### config.mk
export PLATFORM = sky130hd
export DESIGN_NAME = alu_issue_stage
export DESIGN_NICKNAME = d
export VERILOG_FILES = /design/src/rtl/alu_issue_stage.sv
export SDC_FILE = /design/constraint.sdc
export NUM_CORES = 1
export LEC_CHECK = 0
export ABC_AREA = 0
export BUFFER_PORTS_ARGS = -buffer_cell sky130_fd_sc_hd__buf_2
export CORE_MARGIN = 2
export CORE_UTILIZATION = 54
export DETAILED_ROUTE_END_ITERATION = 8
export PLACE_DENSITY = 0.86
export SYNTH_ARGS = -nofsm -noshare
export SYNTH_HDL_FRONTEND = slang
export SYNTH_SLANG_ARGS = --single-unit
export TNS_END_PERCENT = 30
### constraint.sdc
create_clock -name clk -period 5.8 [get_ports clk]
set_clock_uncertainty 0.15 [all_clocks]
set_input_delay 0.29 -clock clk [delete_from_list [all_inputs] [get_ports clk]]
set_output_delay 0.29 -clock clk [all_outputs]
set_load 0.01 [all_outputs]
### src/rtl/alu_issue_stage.sv
// Issue stage between register read and the MIPS150 ALU: decodes the instruction into
// ALUop plus A/B operands and presents the result through a registered valid/ready stage.
module alu_issue_stage #(
  parameter bit SKID = 1'b1
) (
  input  logic        clk,
  input  logic        rst,
  input  logic        in_valid,
  output logic        in_ready,
  input  logic [31:0] in_instr,
  input  logic [31:0] in_rs_data,
  input  logic [31:0] in_rt_data,
  output logic        out_valid,
  input  logic        out_ready,
  output logic [3:0]  out_aluop,
  output logic [31:0] out_a,
  output logic [31:0] out_b,
  output logic        out_illegal
);

  typedef enum logic [3:0] {
    ALU_ADDU = 4'd0,
    ALU_SUBU = 4'd1,
    ALU_SLT  = 4'd2,
    ALU_SLTU = 4'd3,
    ALU_AND  = 4'd4,
    ALU_OR   = 4'd5,
    ALU_XOR  = 4'd6,
    ALU_LUI  = 4'd7,
    ALU_SLL  = 4'd8,
    ALU_SRL  = 4'd9,
    ALU_SRA  = 4'd10,
    ALU_NOR  = 4'd11,
    ALU_XXX  = 4'd15
  } aluop_e;

  typedef enum logic [2:0] {
    OPD_NONE,
    OPD_RS_RT,
    OPD_SHAMT_RT,
    OPD_RS_SEXT,
    OPD_RS_ZEXT,
    OPD_ZERO_ZEXT
  } opd_e;

  typedef struct packed {
    logic        illegal;
    aluop_e      aluop;
    logic [31:0] a;
    logic [31:0] b;
  } bundle_t;

  localparam bundle_t RESET_BUNDLE = '{illegal: 1'b0, aluop: ALU_XXX, a: '0, b: '0};

  logic [5:0]  opcode;
  logic [5:0]  funct;
  logic [15:0] imm;
  logic [4:0]  shamt;
  logic        unused_instr_bits;

  assign opcode = in_instr[31:26];
  assign funct  = in_instr[5:0];
  assign imm    = in_instr[15:0];
  assign shamt  = in_instr[10:6];
  assign unused_instr_bits = ^in_instr[25:16];

  aluop_e  dec_op;
  opd_e    dec_opd;
  bundle_t dec;

  // NOTE: every variable written in a combinational block gets a default first, so no
  // path through the case statements can leave a latch behind.
  always_comb begin
    dec_op  = ALU_XXX;
    dec_opd = OPD_NONE;
    case (opcode)
      6'h00: begin
        dec_opd = OPD_RS_RT;
        case (funct)
          6'h21: dec_op = ALU_ADDU;
          6'h23: dec_op = ALU_SUBU;
          6'h24: dec_op = ALU_AND;
          6'h25: dec_op = ALU_OR;
          6'h26: dec_op = ALU_XOR;
          6'h27: dec_op = ALU_NOR;
          6'h2A: dec_op = ALU_SLT;
          6'h2B: dec_op = ALU_SLTU;
          6'h00: begin dec_op = ALU_SLL; dec_opd = OPD_SHAMT_RT; end
          6'h02: begin dec_op = ALU_SRL; dec_opd = OPD_SHAMT_RT; end
          6'h03: begin dec_op = ALU_SRA; dec_opd = OPD_SHAMT_RT; end
          6'h04: dec_op = ALU_SLL;
          6'h06: dec_op = ALU_SRL;
          6'h07: dec_op = ALU_SRA;
          default: dec_opd = OPD_NONE;
        endcase
      end
      6'h09: begin dec_op = ALU_ADDU; dec_opd = OPD_RS_SEXT;   end
      6'h0A: begin dec_op = ALU_SLT;  dec_opd = OPD_RS_SEXT;   end
      6'h0B: begin dec_op = ALU_SLTU; dec_opd = OPD_RS_SEXT;   end
      6'h0C: begin dec_op = ALU_AND;  dec_opd = OPD_RS_ZEXT;   end
      6'h0D: begin dec_op = ALU_OR;   dec_opd = OPD_RS_ZEXT;   end
      6'h0E: begin dec_op = ALU_XOR;  dec_opd = OPD_RS_ZEXT;   end
      6'h0F: begin dec_op = ALU_LUI;  dec_opd = OPD_ZERO_ZEXT; end
      6'h20, 6'h21, 6'h23, 6'h24, 6'h25, 6'h28, 6'h29, 6'h2B: begin
        dec_op  = ALU_ADDU;
        dec_opd = OPD_RS_SEXT;
      end
      default: dec_opd = OPD_NONE;
    endcase
  end

  // Anything the ALU does not handle still issues, with zeroed operands and XXX.
  always_comb begin
    dec = '{illegal: 1'b0, aluop: dec_op, a: '0, b: '0};
    case (dec_opd)
      OPD_RS_RT:     begin dec.a = in_rs_data;         dec.b = in_rt_data;               end
      OPD_SHAMT_RT:  begin dec.a = {27'b0, shamt};     dec.b = in_rt_data;               end
      OPD_RS_SEXT:   begin dec.a = in_rs_data;         dec.b = {{16{imm[15]}}, imm};     end
      OPD_RS_ZEXT:   begin dec.a = in_rs_data;         dec.b = {16'b0, imm};             end
      OPD_ZERO_ZEXT: begin dec.a = '0;                 dec.b = {16'b0, imm};             end
      default:       begin dec.illegal = 1'b1;         dec.aluop = ALU_XXX;              end
    endcase
  end

  bundle_t out_q, out_d;
  bundle_t skid_q, skid_d;
  logic    out_valid_q, out_valid_d;
  logic    skid_valid_q, skid_valid_d;
  logic    in_fire, out_free;

  assign in_ready = SKID ? ~skid_valid_q : (out_ready | ~out_valid_q);
  assign in_fire  = in_valid & in_ready;
  assign out_free = ~out_valid_q | out_ready;

  // The skid entry is only ever filled while the output is stalled, and always drains
  // first when the output frees, which keeps the stream in order.
  always_comb begin
    out_d        = out_q;
    out_valid_d  = out_valid_q;
    skid_d       = skid_q;
    skid_valid_d = skid_valid_q;
    if (out_free) begin
      if (skid_valid_q) begin
        out_d        = skid_q;
        out_valid_d  = 1'b1;
        skid_valid_d = 1'b0;
      end else if (in_fire) begin
        out_d       = dec;
        out_valid_d = 1'b1;
      end else begin
        out_valid_d = 1'b0;
      end
    end else if (SKID && in_fire) begin
      skid_d       = dec;
      skid_valid_d = 1'b1;
    end
  end

  // NOTE: state registers use non-blocking assignments so every flop samples the
  // pre-edge values; the data registers are reset too because their reset values are visible.
  always_ff @(posedge clk or posedge rst) begin
    if (rst) begin
      out_q        <= RESET_BUNDLE;
      out_valid_q  <= 1'b0;
      skid_q       <= RESET_BUNDLE;
      skid_valid_q <= 1'b0;
    end else begin
      out_q        <= out_d;
      out_valid_q  <= out_valid_d;
      skid_q       <= skid_d;
      skid_valid_q <= skid_valid_d;
    end
  end

  assign out_valid   = out_valid_q;
  assign out_aluop   = out_q.aluop;
  assign out_a       = out_q.a;
  assign out_b       = out_q.b;
  assign out_illegal = out_q.illegal;

endmodule

==> impl_metrics.env <==
export IMPL_finalCriticalPeriod_ns=3.353
export IMPL_regArea_mm2=0.003515
export IMPL_grt_first_pass_wirelength_um=28440
export IMPL_vias=6034
export IMPL_syn_area_per_cell_um2=9.751
export IMPL_yosysUniqueCellTypes=55
export IMPL_path_max_fanout=73
export IMPL_core_area_mm2=0.01216
export IMPL_ios=171
export IMPL_grt_util_all_layers_pct=26.96
export IMPL_ys_warn_count=0
export IMPL_rsz0062_at_grt="no"
export IMPL_met1_usage_pct=35.88
export IMPL_cp_arrival_ns=3.45
export IMPL_hpwl_um=10540
export IMPL_cts_tree="built"
export IMPL_cts_buffers=17
export IMPL_power_density_mw_per_mm2=327.6
export IMPL_synth_largest_area_cell="dfrtp_1"
export IMPL_slew_headroom_pct=21.54
export IMPL_htree_levels=4
export IMPL_gp_congestion=0.8413
export IMPL_synthTopCellsByArea="dfrtp_1, a21oi_1, o41ai_2"
export IMPL_worstSkewPairLatency_ns=0.42
export IMPL_synthCells=696
export IMPL_ir_worst_vdd_mv=0.2289
export IMPL_gr_total_overflow=0
export IMPL_final_area_mm2=0.008341
export IMPL_fill_cells=924
export IMPL_dp_cells=971
export IMPL_area_growth_pct=22.90
export IMPL_cap_violations=0
export IMPL_root_buffer="clkbuf_16"
export IMPL_setup_tns_final_ns=0
export IMPL_clk_path_buf_depth=2
export IMPL_worst_slack_ns=2.447
export IMPL_grt_pass1_vias=5862
export IMPL_required_ns=5.89
export IMPL_grt_busiest_layer="met2"
export IMPL_fin_nets=941
export IMPL_hp_class="input port to flop"
export IMPL_synth_edf_count=0
export IMPL_cts_setup_buffers=0
export IMPL_async_reset_ff_share_pct=100.0
export IMPL_wl_um=17640
export IMPL_drc=0
export IMPL_layout_cells_non_filler=1023
export IMPL_met3_usage_pct=6.539
export IMPL_antenna_left=0
export IMPL_rows=40
export IMPL_worst_pin_slew_ns=1.172
export IMPL_drv_slew=0
export IMPL_setup_viol=0
export IMPL_syn_nets=796
export IMPL_fin_crit_sh_pct=57.80
export IMPL_multi_input_area_mm2=0.002893
export IMPL_crit_path_end_kind="flop"
export IMPL_clk_pin_slew_ns=0.06
export IMPL_die_y_um=116.1
export IMPL_mappedNetlistArea_mm2=0.006787
export IMPL_status="finished clean"
export IMPL_p_leak_nw=4.006
export IMPL_synth_top_area_share_pct=48.67
export IMPL_crit_type="flop to flop"
export IMPL_via_per_inst=5.898
export IMPL_max_freq_mhz=298.3
export IMPL_power_total_mw=2.732
export IMPL_grt_start_max_net_pins=102
export IMPL_io_buffers=160
export IMPL_place_area_mm2=0.007622
export IMPL_start_util_pct=55.80
export IMPL_post_synth_top_count_cell="dfrtp_1"
export IMPL_drive_above_1_share_pct=29.27
export IMPL_synth_seq_area_share_pct=51.77
export IMPL_cp_start_kind="flop"
export IMPL_first_pass_iters=5
export IMPL_final_hold_viol_count=0
export IMPL_drtIter0Drc=715
export IMPL_die_x_um=116.1
export IMPL_synthTopCellsByCount="dfrtp_1, a21oi_1, nand2_1, o21ai_0, clkbuf_1"
export IMPL_die_area_mm2=0.01348
export IMPL_pre_cts_slack_ns=2.477
export IMPL_antenna_found_initial=0
export IMPL_wl_per_cell_um=17.24
export IMPL_synth_seq_cells=140
export IMPL_grt_util_met2_pct=42.92
export IMPL_synthFlopType="dfrtp_1"
export IMPL_cts_sinks=140
## logic make-up (layout without fill, tap and decap cells)
group | Yosys count | count (layout) | synth area share [%]
AOI/OAI and AO/OA | 247 | 247 | 26.01
and+or+nand+nor | 209 | 209 | 15.82
DFF | 140 | 140 | 51.77
buffers and inverters | 96 | 254 | 5.771
muxes | 4 | 4 | 0.6268
other | 0 | 1 | 0
## where the power goes
group	switching [mW]	internal, mW
sequential	0.0815	1.14
clock	0.391	0.576
combinational	0.328	0.213
total	0.800	1.93
## layer usage
layer | up-vias | part of all wire (%)
met3 | 48 | 7.1
met4 | 0 | 2.8
met1 | 2900 | 42
met5 | - | 0
met2 | 266 | 48
li1 | 2820 | -
## worst max-delay path, cell delays in order (launching register included)
cell     delay (ns)
dfrtp_2        0.35
buf_4          0.65
o21a_1         0.23
buf_4          0.38
nand2_1        0.24
nor2_1         0.98
a21oi_1        0.19
## timing repair
action	CTS	global route
resized for setup	0	0
endpoints found under the hold margin	89	0
hold buffers	19	0
## sequential cells by signal, indices dropped and copies added (netlist names)
| register | count |
|---|---|
| skid_q | 69 |
| out_b | 32 |
| out_valid | 1 |
| out_illegal | 1 |
| out_aluop | 4 |
| out_a | 32 |
| skid_valid_q | 1 |
## cells in the final DEF (no fill, tap or decap), drive strengths merged, types with 3 or more instances in the layout
| master | synthesis | final |
|---|---|---|
| o31ai | 28 | 28 |
| dlygate4sd3 | 0 | 19 |
| nand2b | 3 | 3 |
| clkinv | 0 | 5 |
| nand3 | 15 | 15 |
| nor4 | 3 | 3 |
| or3 | 33 | 33 |
| nor2 | 29 | 29 |
| nand3b | 4 | 4 |
| dfstp | 8 | 8 |
| a22oi | 16 | 16 |
| nand4 | 6 | 6 |
| o22ai | 6 | 6 |
| a21oi | 89 | 89 |
| and3 | 32 | 32 |
| clkbuf | 46 | 25 |
| nand2 | 74 | 74 |
| a221oi | 5 | 5 |
| inv | 33 | 33 |
| o21ai | 57 | 57 |
| buf | 17 | 170 |
| dfrtp | 132 | 132 |
| o41ai | 27 | 27 |
## path summary, 6_finish.rpt
path	from	endpoint	slack [ns]	cells past startpoint
setup / recovery	skid_valid_q	out_b[17]	2.45	6
hold / removal	in_rs_data[24]	skid_q[56]	0.008	3
setup reg to reg	skid_valid_q	out_b[17]	2.45	6
hold reg to reg	skid_q[48]	skid_q[48]	0.32	2
max in group asynchronous	rst	out_b[16]	3.78	4
min in group asynchronous	rst	skid_q[40]	0.34	3
## final cells by class
cell class	instances	area share (%)
antenna	1	0.03000
clock buffer	25	5.821
clock inverter	7	0.4800
inverter	33	1.545
multi-input combinational	460	34.68
sequential	140	42.14
tap	168	2.520
timing repair buffer	189	12.78
## stage by stage
stage	utilization, %	hold WS (ns)
after floorplan	-	0.2519
after global placement	62.67	0.2575
after detailed placement	62.67	0.2636
after CTS	68.56	0.001375
after global routing	68.56	0.01190
final	68.58	0.007743
Note: power is estimated with default switching activity, not from simulation.
